`src/rtl/mult_sequencer.sv`:
```
// Control sequencer for a shift-and-add multiplier: LOAD, then WIDTH EVAL/SHIFT pairs, then DONE.
// Define MULT_SEQUENCER_SIGNED_EN to subtract the final partial product (two's-complement multiplier).
module mult_sequencer #(
    parameter int WIDTH = 8
) (
    input  logic                     clk,
    input  logic                     rst,
    input  logic                     start,
    input  logic                     abort,
    input  logic                     mbit,
    output logic                     busy,
    output logic                     load,
    output logic                     clr_acc,
    output logic                     add_en,
    output logic                     sub_en,
    output logic                     shift_en,
    output logic                     done,
    output logic [$clog2(WIDTH)-1:0] count,
    output logic [2:0]               state
);

    localparam int CW = $clog2(WIDTH);
    localparam logic [CW-1:0] LAST = CW'(WIDTH - 1);

    typedef enum logic [2:0] {
        IDLE  = 3'b000,
        LOAD  = 3'b001,
        EVAL  = 3'b010,
        SHIFT = 3'b011,
        DONE  = 3'b100
    } state_t;

    state_t cur;
    state_t nxt;

    always_comb begin
        nxt = cur;
        case (cur)
            IDLE:    if (start && !abort) nxt = LOAD;
            LOAD:    nxt = EVAL;
            EVAL:    nxt = SHIFT;
            SHIFT:   nxt = (count == LAST) ? DONE : EVAL;
            DONE:    nxt = IDLE;
            default: nxt = IDLE;
        endcase
        if (cur != IDLE && abort) nxt = IDLE;
    end

    // Moore outputs are registered from the next state so they line up with the state register.
    always_ff @(posedge clk or negedge rst) begin
        if (!rst) begin
            cur      <= IDLE;
            count    <= '0;
            busy     <= 1'b0;
            load     <= 1'b0;
            clr_acc  <= 1'b0;
            shift_en <= 1'b0;
            done     <= 1'b0;
        end else begin
            cur      <= nxt;
            busy     <= (nxt != IDLE);
            load     <= (nxt == LOAD);
            clr_acc  <= (nxt == LOAD);
            shift_en <= (nxt == SHIFT);
            done     <= (nxt == DONE);
            if (nxt == LOAD || (cur != IDLE && abort))
                count <= '0;
            else if (cur == SHIFT && count != LAST)
                count <= count + CW'(1);
        end
    end

    assign state = cur;

`ifdef MULT_SEQUENCER_SIGNED_EN
    // The multiplier sign bit carries negative weight, so its partial product is subtracted.
    logic is_last;
    assign is_last = (count == LAST);
    assign add_en  = (cur == EVAL) && mbit && !is_last;
    assign sub_en  = (cur == EVAL) && mbit && is_last;
`else
    assign add_en  = (cur == EVAL) && mbit;
    assign sub_en  = 1'b0;
`endif

endmodule

```
`config.mk`:
```
export PLATFORM = sky130hd
export DESIGN_NAME = mult_sequencer
export DESIGN_NICKNAME = d
export VERILOG_FILES = /design/src/rtl/mult_sequencer.sv
export SDC_FILE = /design/constraint.sdc
export NUM_CORES = 1
export LEC_CHECK = 0
export BUFFER_PORTS_ARGS = -buffer_cell sky130_fd_sc_hd__clkbuf_2
export CAP_MARGIN = 40
export CELL_PAD_IN_SITES_DETAIL_PLACEMENT = 1
export CELL_PAD_IN_SITES_GLOBAL_PLACEMENT = 2
export CORE_MARGIN = 10
export CORE_UTILIZATION = 32
export CTS_BUF_LIST = sky130_fd_sc_hd__clkbuf_4 sky130_fd_sc_hd__clkbuf_8
export DETAILED_ROUTE_END_ITERATION = 10
export GPL_TIMING_DRIVEN = 1
export PLACE_DENSITY = 0.86
export RECOVER_POWER = 50
export SLEW_MARGIN = 20
export SYNTH_ARGS = -nofsm -noshare
export SYNTH_HDL_FRONTEND = slang
export SYNTH_SLANG_ARGS = --single-unit
```
`constraint.sdc`:
```
create_clock -name clk -period 2.86 [get_ports clk]
set_clock_uncertainty 0.05 [all_clocks]
set_input_delay 0.143 -clock clk [delete_from_list [all_inputs] [get_ports clk]]
set_output_delay 0.143 -clock clk [all_outputs]
set_load 0.1 [all_outputs]
```
[Word-level counts from Yosys, hierarchy flattened]
Cells that the tools add are included.
Storage, ports and cells
  flip-flop bits (word level): 10
  input bits: 5
  output and inout port bits: 13
Cells by class
  reductions and logical operators: 10
  multiplexer cells: 6
  equal/unequal tests: 8
  add/sub/neg operators: 1
Operators with widths (number)
  2-to-1 mux 3 bit: 5
  case mux 3 bit (4 select lines): 1
  equality test 3 x 2 -> 1 bit (second input constant): 3
  equality test 3 x 1 -> 1 bit (second input constant): 2
  equality test 3 bit (second input constant): 2
  nonzero test 3 bit: 2
  logical AND 1 bit: 4
  adder 3 x 1 -> 3 bit (second input constant): 1
  logical NOT 3 bit: 1
  != test 3 bit (second input constant): 1
  nonzero test 2 bit: 1
  logical NOT 1 bit: 1
  logical OR 1 bit: 1

[Depth between registers and ports, before layout]
Gate-level depths: netlist of the first run.
  word-level depth: 8
  gate-level depth with buffers: 5
  gate-level depth less buffers: 5

[Worst setup path before layout of the first run]
OpenSTA, ideal clock, no wires.
  path kind: flip-flop to output port
  from: register cur[1] (netlist: state[1])
  to: output add_en
  path buffers: 1
  data required time: 2.667 ns
  path slack: -1.334 ns
  stages on the path, launching flop included: 3
  arrival: 4.001 ns
  path through: dfrtp_1 > buf_6 > nor4bb_1
Between the ends
  cells in the longest elaborated chain, start to end: 2
Ends and longest elaborated chain
  start, declared: line 33  | state_t cur;
  start signal, assigned: line 60  | cur <= nxt;
  equality test 3 x 2 -> 1 bit: line 82  | assign add_en = (cur == EVAL) && mbit;
  logical AND 1 bit: line 82
  end, declared: line 14  | output logic add_en,
Every way passes these cells.

[Worst setup path in the final report of the first run]
  from: register cur[0] (netlist: state[0])
  to: output add_en
The elaborated chain is that of the path after synthesis.

==> impl_metrics.tcl, run 1 <==
set metrics [dict create \
    status "finished, final reports clean" \
    critPathTopFamily "flip-flops" \
    slew_viol_final 0 \
    whs_path_depth 2 \
    rows 13 \
    syn_avg_cell_area_um2 12.1 \
    nFillCells 162 \
    pwr-share-clk_pct 32.2 \
    worst_path_max_delay_cell "dfrtp_1" \
    grt_first_pass_wirelength_um 1820 \
    cts_buffer_depth 2 \
    vias 365 \
    path_cells "nor4bb_4, clkbuf_2" \
    dr_wl_met3_um 103 \
    critical_path_depth 2 \
    comb_power_share_pct 26.9 \
    mostFrequentLayoutCell "clkbuf_2" \
    cellPowerDensity_nw_per_um2 662 \
    synth_nets 45 \
    h-tree-depth 1 \
    antenna_found_initial 0 \
    drcViolationCount 0 \
    syn_area_um2 462 \
    start_util_pct 34.6 \
    drive_gt1_share_pct 34.5 \
    antenna_left 0 \
    r2r-start "count[0]" \
    clk_latency_ns 0.26 \
    grt_max_degree 13 \
    top_layer "met3" \
    power_switching_mw 0.144 \
    drt_iter0_markers 2 \
    cp_max_fo 12 \
    yosysWarnings 0 \
    hp-class "primary input to flip-flop" \
    synth.yosys.seq_area_share_pct 54.2 \
    dp_slack_ns 1.23 \
    detail_route.wl_per_cell_um 15.6 \
    r2r-end "count[1]" \
    core_area_um2 1330 \
    cts_tree "yes" \
    numPortBuffers 16 \
    hold_slack_ns 0.0321 \
    overflow 0 \
    dieArea_um2 3360 \
    fin_crit_sh_pct 62.4 \
    placed_area_um2 542 \
    syn_to_final_growth_pct 26.8 \
    drv_cap 0 \
    hold_start "abort" \
    placed_cells 65 \
    dr_wl_met2_um 523 \
    reg2reg_depth 5 \
    power_mw 0.388 \
    worstSetupEndpointType "output pin" \
    irDropWorstVdd_uv 235 \
    postSynthCellCount 38 \
    cts_made_buffers 3 \
    worst_slack_ns 1.08 \
    internal_power_mw 0.244 \
    p_leak_nw 0.305 \
    required_ns 2.67 \
    fmax_mhz 561 \
    rsz0062_at_grt "no" \
    critPathArrivalTime_ns 1.59 \
    crit_start "state[0]" \
    instances_no_fill 70 \
    synth.distinct_cells 17 \
    fin_util_pct 43.9 \
    gp_congestion 0.657 \
    final_cell_mix "clkbuf_2 (14), dfrtp_1 (10), nor2_1 (6)" \
    die_x_um 58.0 \
    setup.worst_path.start_class "flip-flop" \
    cts_root_buffer "clkbuf_4" \
    min_period_ns 1.78 \
    path_buf_inv 1 \
    ys_ff_latch 10 \
    p_sw_share_pct 37.1 \
    slew_headroom_pct 22.6 \
    fp.dieH_um 58.0 \
    antenna_cells 0 \
    vias_per_cell 5.21 \
    wl_met1_um 465 \
    slowest_delay_ns 0.52 \
    track_usage_pct 6.85 \
    worstMarginPinSlew_ns 1.17 \
    final_area_um2 586 \
    cts.sink_count 10 \
    grt_pass1_vias 380 \
    holdPathEnd "shift_en" \
    setup_tns_ns 0 \
    worstSetupPathType "flip-flop to output pin" \
    clk_pin_slew_ns 0.06 \
    setup_viol 0 \
    seqPwrFrac_pct 40.9 \
    hold_viol 0 \
    rrSetupSlack_ns 1.22 \
    io_pins 18 \
    drt_wl_total_um 1090 \
    dr.pass1.iters 2 \
    nets 63 \
]
[worst max path at each step]
stage | to | slack (ns)
global placement | count[2] | 1.27
global route | add_en | 0.99
floorplan | add_en | 0.47
CTS | add_en | 1.05
detailed placement | count[1] | 1.23
finish | add_en | 1.08
[metal layers]
layer  GRT usage [%]  vias to the layer above
met5               0                        -
met4            4.03                        0
met3            3.92                        0
met2            10.4                       15
met1            7.20                      180
li1                -                      170
[sequential cells by signal, summed over array words and instances, names as in the netlist]
register	flops
busy	1
state	3
count	3
clr_acc	1
shift_en	1
done	1
[synth_stat cells]
cell type | count | area share, %
dfrtp_1 | 10 | 54
nor2_1 | 6 | 4.9
buf_4 | 3 | 4.9
and4_1 | 2 | 3.8
ha_1 | 2 | 5.4
mux2i_1 | 2 | 4.3
o21ai_0 | 2 | 2.2
o31a_1 | 2 | 3.8
a31o_1 | 1 | 1.9
a31oi_1 | 1 | 1.4
and3_1 | 1 | 1.4
and4bb_1 | 1 | 2.7
buf_6 | 1 | 2.4
conb_1 | 1 | 0.81
nor4b_1 | 1 | 1.9
nor4bb_1 | 1 | 2.2
xnor2_1 | 1 | 1.9
[area by class of cell]
cell class | count | area, um^2 | share of cell area [%]
Timing Repair Buffer | 17 | 87.6 | 15.0
Tap cell | 15 | 18.8 | 3.21
Sequential cell | 10 | 250 | 42.7
Multi-Input combinational cell | 24 | 193 | 32.9
Clock buffer | 4 | 36.3 | 6.20
[kinds of logic after synthesis]
| kind of cell | count (synthesis) | synth area share [%] |
|---|---|---|
| flip-flops | 10 | 54.2 |
| AND/OR/NAND/NOR | 12 | 16.8 |
| buffers and inverters | 4 | 7.32 |
| AO/OA/AOI/OAI | 6 | 9.22 |
| XOR/XNOR | 1 | 1.90 |
| adder cells (fa/ha/maj) | 2 | 5.42 |
| other | 1 | 0.812 |
| multiplexers | 2 | 4.34 |
[power by group through the flow]
stage | clock [mW] | sequential (mW) | combinational [mW]
finish | 0.125 | 0.159 | 0.104
global route | 0.140 | 0.160 | 0.109
CTS | 0.132 | 0.159 | 0.106
detailed placement | 0 | 0.161 | 0.105
global placement | 0 | 0.160 | 0.104
floorplan | 0 | 0.207 | 0.0440
[what timing repair did]
item | 4_1_cts | 5_1_grt
hold buffers | 1 | 0
resized for setup | 0 | 0
buffers inserted | 0 | 0
hold endpoints to repair | 10 | 0
[worst reg2reg max path, delay by kind of cell, from the launching register on]
| kind | cells | cell delay (ns) |
|---|---|---|
| adders and majority gates | 2 | 0.42 |
| DFF | 1 | 0.42 |
| muxes | 1 | 0.21 |
| and+or+nand+nor | 2 | 0.44 |
Power figures use the tool's default switching activity.
==> inputs of run 2 (changes only) <==
Settings changed: CORE_UTILIZATION 32 to 27, PLACE_DENSITY 0.86 to 0.77.
Clock period 2.86 ns to 1.6 ns, I/O delays scaled along.
==> impl_metrics.tcl, run 2 (same netlist as run 1, synthesis figures left out) <==
set metrics [dict create \
    cts.sink_count 10 \
    drt_wl_total_um 1090 \
    cp_max_fo 3 \
    slew_headroom_pct 63.6 \
    antenna_left 0 \
    setup.worst_path.start_class "flip-flop" \
    whs_path_depth 2 \
    drv_cap 0 \
    grt_max_degree 13 \
    fin_util_pct 43.5 \
    die_x_um 61.4 \
    wl_met1_um 482 \
    slowest_delay_ns 0.49 \
    drt_iter0_markers 5 \
    hold_viol 0 \
    drcViolationCount 0 \
    drive_gt1_share_pct 53.3 \
    placed_area_um2 598 \
    cts_root_buffer "clkbuf_4" \
    r2r-start "count[0]" \
    core_area_um2 1560 \
    dr.pass1.iters 4 \
    dr_wl_met3_um 108 \
    grt_first_pass_wirelength_um 1820 \
    cts_buffer_depth 2 \
    grt_pass1_vias 416 \
    final_area_um2 678 \
    worstSetupEndpointType "flip-flop" \
    antenna_cells 0 \
    detail_route.wl_per_cell_um 14.4 \
    fmax_mhz 615 \
    status "finished, violations left" \
    fin_crit_sh_pct 102 \
    vias_per_cell 5.04 \
    gp_congestion 0.662 \
    hold_slack_ns 0.0380 \
    r2r-end "count[0]" \
    p_leak_nw 0.318 \
    antenna_found_initial 0 \
    hp-class "primary input to flip-flop" \
    holdPathEnd "busy" \
    h-tree-depth 1 \
    cpMostUsedCell "ha_4" \
    clk_latency_ns 0.25 \
    irDropWorstVdd_uv 492 \
    setup_viol 2 \
    syn_to_final_growth_pct 46.9 \
    cts_tree "yes" \
    rsz0062_at_grt "yes" \
    required_ns 1.69 \
    vias 383 \
    hold_start "start" \
    dr_wl_met2_um 498 \
    clk_pin_slew_ns 0.06 \
    setup_tns_ns -0.0275 \
    worstMarginPinSlew_ns 0.548 \
    slew_viol_final 0 \
    nets 69 \
    numPortBuffers 16 \
    dieArea_um2 3760 \
    io_pins 18 \
    top_layer "met4" \
    rows 14 \
    violations "setup timing" \
    min_period_ns 1.63 \
    overflow 0 \
    final_cell_mix "clkbuf_2 (14), nor2_1 (6), dfrtp_1 (5), buf_4 (5), dfrtp_4 (4)" \
    worst_path_max_delay_cell "dfrtp_4" \
    critPathArrivalTime_ns 1.71 \
    dpl.hpwl_um 873 \
    worst_slack_ns -0.0258 \
    reg2reg_depth 6 \
    track_usage_pct 6.51 \
    fp.dieH_um 61.4 \
    cellPowerDensity_nw_per_um2 958 \
    rrSetupSlack_ns -0.03 \
    path_cells "ha_4, ha_4, and4bb_2, buf_4, xnor2_1, nor2_1" \
    nFillCells 166 \
    start_util_pct 29.6 \
    mostFrequentLayoutCell "clkbuf_2" \
    cts_made_buffers 3 \
    worstSetupPathType "flip-flop to flip-flop" \
    power_mw 0.650 \
]
## run 2: changes by cell type in the layout (fill, tap and decap cells not counted), sizes merged
cell         before  now
buf               0    6
clkbuf           20   18
dlygate4sd3       1    2
## run 2: layout make-up
cell class | count | area, um^2 | area share, %
repair buffers | 23 | 151 | 22.3
flip-flops and latches | 10 | 267 | 39.3
multi-input cells | 24 | 218 | 32.1
clock buffers | 3 | 22.5 | 3.32
well taps | 16 | 20.0 | 2.95
## run 2: worst max path at each step
stage                  start        to  slack (ns)
global route        count[1]  count[1]       -0.07
global placement    count[0]  count[1]       -0.07
CTS                 count[1]  count[1]       -0.03
detailed placement  count[0]  count[1]        -0.1
finish              count[0]  count[0]       -0.03
floorplan           state[0]    add_en       -0.43
## run 2: through the flow
step / worst slack, ns / instances
global route: -0.0681 / 76
finish: -0.0258 / 76
CTS: -0.0276 / 74
detailed placement: -0.0970 / 69
floorplan: -0.432 / 38
global placement: -0.0729 / 69
## run 2: critical path: cells and delay by family (launching register included)
family / cells / cell delay (ns)
XOR/XNOR: 1 / 0.13
AND/OR/NAND/NOR: 2 / 0.40
flip-flops: 1 / 0.49
adder cells (fa/ha/maj): 2 / 0.32
buffers and inverters: 1 / 0.13
## run 2: repair_timing
item	4_1_cts	5_1_grt
pin swaps	3	4
gates resized for setup	5	0
hold buffers	2	0
hold endpoints to repair	11	0
setup buffers	0	2
endpoints found under the setup margin	3	2
## run 2: where the power goes
part	internal, mW	leakage, nW	switching, mW
clock	0.0861	0.0138	0.0719
combinational	0.0453	0.178	0.158
sequential	0.270	0.127	0.0183
## run 2: layer usage
layer	up-vias	GRT usage, %
li1	181	-
met2	11	10.1
met1	189	6.83
met3	2	3.70
met5	-	0
met4	0	3.82
